$ cat config.mk
export PLATFORM = sky130hd
export DESIGN_NAME = regfile_wr_arbiter
export DESIGN_NICKNAME = d
export VERILOG_FILES = /design/src/rtl/regfile_wr_arbiter.sv
export SDC_FILE = /design/constraint.sdc
export NUM_CORES = 1
export LEC_CHECK = 0
export ABC_AREA = 1
export BUFFER_PORTS_ARGS = -buffer_cell sky130_fd_sc_hd__buf_2
export CORE_ASPECT_RATIO = 0.75
export CORE_MARGIN = 10
export CORE_UTILIZATION = 54
export DETAILED_ROUTE_END_ITERATION = 16
export GPL_ROUTABILITY_DRIVEN = 0
export PLACE_DENSITY = 0.8
export SYNTH_ARGS = -nofsm -noshare
export SYNTH_HDL_FRONTEND = slang
export SYNTH_SLANG_ARGS = --single-unit
$ cat constraint.sdc
create_clock -name clk -period 3 [get_ports clk]
set_input_delay 0.6 -clock clk [delete_from_list [all_inputs] [get_ports clk]]
set_output_delay 0.6 -clock clk [all_outputs]
set_load 0.02 [all_outputs]
$ cat src/rtl/regfile_wr_arbiter.sv
// Register-file write-port arbiter: WB vs. buffered long-latency results, with a
// busy scoreboard and WB starvation stall. Optional same-cycle LU bypass: RF_ARB_BYPASS_EN.
module regfile_wr_arbiter #(
    parameter int BUF_DEPTH  = 2,
    parameter int STARVE_MAX = 4
) (
    input  logic        clk,
    input  logic        rst_n,
    input  logic        wb_we,
    input  logic [4:0]  wb_addr,
    input  logic [31:0] wb_wd,
    output logic        wb_stall,
    input  logic        lu_valid,
    input  logic [4:0]  lu_addr,
    input  logic [31:0] lu_wd,
    output logic        lu_ready,
    input  logic        issue_valid,
    input  logic [4:0]  issue_addr,
    input  logic [4:0]  rs_addr,
    input  logic [4:0]  rt_addr,
    output logic        rs_busy,
    output logic        rt_busy,
    output logic        rf_we,
    output logic [4:0]  rf_addr,
    output logic [31:0] rf_wd
);
    localparam int AW = (BUF_DEPTH > 1) ? $clog2(BUF_DEPTH) : 1;
    localparam int CW = $clog2(BUF_DEPTH + 1);
    localparam int SW = $clog2(STARVE_MAX + 1);
    localparam logic [CW-1:0] FULL_CNT = CW'(BUF_DEPTH);
    localparam logic [SW-1:0] SMAX     = SW'(STARVE_MAX);

    typedef struct packed {
        logic [4:0]  addr;
        logic [31:0] wd;
    } entry_t;

    entry_t          mem [BUF_DEPTH];
    logic [AW-1:0]   wr_ptr, rd_ptr;
    logic [CW-1:0]   count;
    logic [SW-1:0]   starve_cnt;
    logic [31:0]     busy, busy_nx;
    logic            empty, full, head_sel, byp, push, pop;
    entry_t          head;

    assign empty    = (count == '0);
    assign full     = (count == FULL_CNT);
    assign lu_ready = !full;
    assign head     = mem[rd_ptr];

    // FIFO head wins when WB is idle or has starved the FIFO long enough.
    assign head_sel = !empty && ((starve_cnt == SMAX) || !wb_we);
    assign wb_stall = wb_we && head_sel;
    assign pop      = head_sel;

`ifdef RF_ARB_BYPASS_EN
    assign byp = empty && !wb_we && lu_valid;
`else
    assign byp = 1'b0;
`endif

    assign push = lu_valid && lu_ready && !byp;

    always_comb begin
        rf_addr = wb_addr;
        rf_wd   = wb_wd;
        if (head_sel) begin
            rf_addr = head.addr;
            rf_wd   = head.wd;
        end else if (byp) begin
            rf_addr = lu_addr;
            rf_wd   = lu_wd;
        end
        // r0 writes are swallowed; a FIFO pop still happens.
        rf_we = (head_sel || wb_we || byp) && (rf_addr != 5'd0);
    end

    // Issue set is applied after the commit clear so a same-register race keeps busy.
    always_comb begin
        busy_nx = busy;
        if (pop || byp)
            busy_nx[rf_addr] = 1'b0;
        if (issue_valid)
            busy_nx[issue_addr] = 1'b1;
        busy_nx[0] = 1'b0;
    end

    assign rs_busy = busy[rs_addr];
    assign rt_busy = busy[rt_addr];

    always_ff @(posedge clk or negedge rst_n) begin
        if (!rst_n) begin
            wr_ptr     <= '0;
            rd_ptr     <= '0;
            count      <= '0;
            starve_cnt <= '0;
            busy       <= '0;
        end else begin
            busy <= busy_nx;
            if (push)
                wr_ptr <= wr_ptr + 1'b1;
            if (pop)
                rd_ptr <= rd_ptr + 1'b1;
            if (push && !pop)
                count <= count + 1'b1;
            else if (pop && !push)
                count <= count - 1'b1;
            if (pop || empty)
                starve_cnt <= '0;
            else if (wb_we && (starve_cnt != SMAX))
                starve_cnt <= starve_cnt + 1'b1;
        end
    end

    // Storage needs no reset; occupancy is tracked by count.
    always_ff @(posedge clk) begin
        if (push)
            mem[wr_ptr] <= '{addr: lu_addr, wd: lu_wd};
    end
endmodule

==> impl_metrics.ini <==
[global_routing]
grt_overflow_total = 0
grt_start_max_net_pins = 65
grt_pass1_wl_um = 25560
grt_pass1_vias = 5163
track_usage_pct = 20.53
grt_antenna_before_repair = 2

[synth]
syn_inst = 671
synth_top_family_by_area = simple AND/OR/NAND/NOR gates
synth_compound_area_share_pct = 3.958
synth_area_mm2 = 0.005784
syn_avg_cell_area_um2 = 8.620
synth_seq_area_share_pct = 54.86
ys_warn_count = 0
synth_xor_area_share_pct = 0.6057
synth-seq-cells = 112
synthAdderAreaFrac_pct = 0.6489
syn_nets = 768
synth_cell_type_count = 28
muxShareOfSynthArea_pct = 0
synthSimpleGateAreaFrac_pct = 32.84

[final_layout]
area_growth_syn_to_layout_pct = 17.98
nets = 892
insertedDiodeCount = 0
final_cells = 936
drive_above_1_share_pct = 23.63

[setup_path]
start_kind = flip-flop
rr_worst_depth = 12
crit_buf_inv = 4
slowest_delay_ns = 0.41
cp_max_fo = 64
path_class = reg -> out
path_depth = 10
cp_slowest_cell = dfrtp_1
endpoint_kind = output port
path_cells = inv_1 > ha_1 > nand2_1 > nand2_4 > nand2_4 > inv_2 > buf_12 > nor2_1 > a31oi_1 > buf_2
cp.required_ns = 2.40
arrival_ns = 2.21
path_delay_family = buffers and inverters
crit_top_cell = nand2_4
r2r-start = starve_cnt[0]
rrSetupSlack_ns = 1.09
worstReg2RegEnd = busy[13]

[die]
initial_core_util_pct = 55.78
die_h_um = 109.6
num_io_pins = 136
fp.dieW_um = 139.5
core_area_mm2 = 0.01037
die_area_mm2 = 0.01529
rows = 32

[routing]
via_per_inst = 5.502
routedWlPerCell_um = 16.71
drtIter0Drc = 453
wirelength_um = 15640
drtAntennaViolNets = 0
drc = 0
via_count = 5150
dr.pass1.iters = 5

[sta]
fin_setup_tns_ns = 0
post-route-period-util_pct = 93.65
grt_setup_unrepaired = false
finalMaxSlewViolations = 0
max_slew_margin_pct = 30.18
fin_worst_skew_ns = 0.008045
setup_viol = 0
finalCriticalPeriod_ns = 2.810
hold_violations = 0
max_slew.worst_pin.slew_ns = 1.039
max_freq_mhz = 355.9

[pwr]
netSwitchingPower_uw = 2601
peakVddDrop_v = 0.0005211
power_density_mw_per_mm2 = 922.0
switching_share_pct = 41.33
p_int_uw = 3691
seqPwrFrac_pct = 39.3
pwr-share-clk_pct = 20.6
p_leak_uw = 0.003182
combPwrFrac_pct = 40.1

[clock_tree]
cts_buffers = 9
cts_tree = done
clkTransAtPathRegs_ns = 0.08
clk_latency_ns = 0.35
clock_sinks = 112
cts_hold_buf = 0
htreeDepth = 3
cts_buffer_depth = 2
cts_setup_buffers = 0
cts_root_buffer = clkbuf_16

[run]
maxCapViolCount = 0

[hold_path]
hold_class = in -> async

[outcome]
status = completed

[placed_design]
io_buffer_count = 135
dp_hpwl_um = 11630
placedCellCount = 920
layer usage:
layer  vias up  wire [µm]  GRT usage (%)
li1       2462          -              -
met1      2399       6352          24.99
met2       248       7403          33.88
met3        37       1590          7.238
met4         4        259          6.538
met5         -         30              0
state kept, by name (all words and copies together) (netlist names):
signal / cells
rd_ptr: 1
mem: 74
busy: 31
wr_ptr: 1
starve_cnt: 3
count: 2
per-stage QoR:
step	util (%)	instance area (µm²)	power (µW)	hold WS [ns]	worst slack, ns
after floorplan	-	5784	4291	0.3044	0.2633
after global placement	62.55	6486	4890	0.4536	0.4303
after detailed placement	62.55	6486	5000	0.4687	0.3484
after CTS	65.70	6813	6289	0.3773	0.03152
after global routing	65.81	6824	6708	0.4233	0.02905
final	65.81	6824	6292	0.3416	0.1904
synth_stat cells:
| cell type | number | area share (%) |
|---|---|---|
| ha_1 | 3 | 0.65 |
| nand2_2 | 8 | 0.87 |
| clkbuf_1 | 7 | 0.45 |
| nor3b_1 | 1 | 0.13 |
| nor2_4 | 4 | 0.78 |
| inv_4 | 1 | 0.11 |
| nand4_1 | 8 | 0.87 |
| nand3_1 | 77 | 6.7 |
| inv_1 | 40 | 2.6 |
| a31oi_1 | 32 | 3.5 |
| xor2_1 | 2 | 0.30 |
| o21ai_2 | 1 | 0.15 |
| buf_6 | 14 | 2.7 |
| inv_2 | 4 | 0.26 |
| nand2_1 | 279 | 18 |
| nor3_1 | 11 | 0.95 |
| dfrtp_1 | 38 | 16 |
| nor2_2 | 1 | 0.11 |
| buf_2 | 8 | 0.69 |
| nor2_8 | 2 | 0.69 |
| nor2_1 | 43 | 2.8 |
| nand3_2 | 4 | 0.69 |
| a21oi_1 | 1 | 0.086 |
| buf_4 | 2 | 0.26 |
| edfxtp_1 | 74 | 38 |
| o21ai_0 | 3 | 0.26 |
| xnor2_1 | 2 | 0.30 |
| nand2_4 | 1 | 0.19 |
power by group through the flow:
stage | Sequential, µW | Clock (µW) | Combinational, µW
global route | 2520 | 1370 | 2820
global placement | 2470 | 0 | 2420
detailed placement | 2490 | 0 | 2510
CTS | 2470 | 1300 | 2520
finish | 2470 | 1290 | 2520
floorplan | 2390 | 0 | 1910
how the worst max path moves through the flow:
stage / start / endpoint / slack, ns
finish: starve_cnt[0] / rf_wd[23] / 0.19
global route: starve_cnt[0] / rf_wd[23] / 0.03
CTS: starve_cnt[0] / rf_wd[23] / 0.03
detailed placement: wb_we / rf_wd[23] / 0.35
global placement: wb_we / rf_wd[24] / 0.43
floorplan: count[0] / mem[1][0] / 0.26
logic make-up (layout without fill, tap and decap cells):
logic type / count (synthesis) / in the layout
xor gates and xnor gates: 4 / 4
buffers and inverters: 76 / 205
adders and majority gates: 3 / 3
and+or+nand+nor: 439 / 439
AOI/OAI and AO/OA: 37 / 37
DFF: 112 / 112
what timing repair did:
action	in CTS	in global routing
endpoints found under the setup margin	0	33
endpoints found under the hold margin	0	0
gates resized for setup	0	3
area by class of cell:
cell class | count | area, µm²
repair buffers | 144 | 755.7
fillers | 797 | 3546
flip-flops and latches | 112 | 3174
inverters | 45 | 171.4
multi-input cells | 483 | 2226
well taps | 136 | 170.2
clock buffers | 9 | 225.2
clock inverters | 7 | 101.3
placed cells by master (no fill, tap or decap), types with 4 or more instances in the layout:
master and n:
a31oi_1 32, buf_2 135, buf_4 8, clkbuf_16 9
dfrtp_1 37, edfxtp_1 74, inv_1 40, inv_2 4
nand2_1 279, nand2_2 6, nand3_1 77, nand3_2 4
nand4_1 8, nor2_1 41, nor2_4 6, nor3_1 11
(Power assumes the default switching activity.)
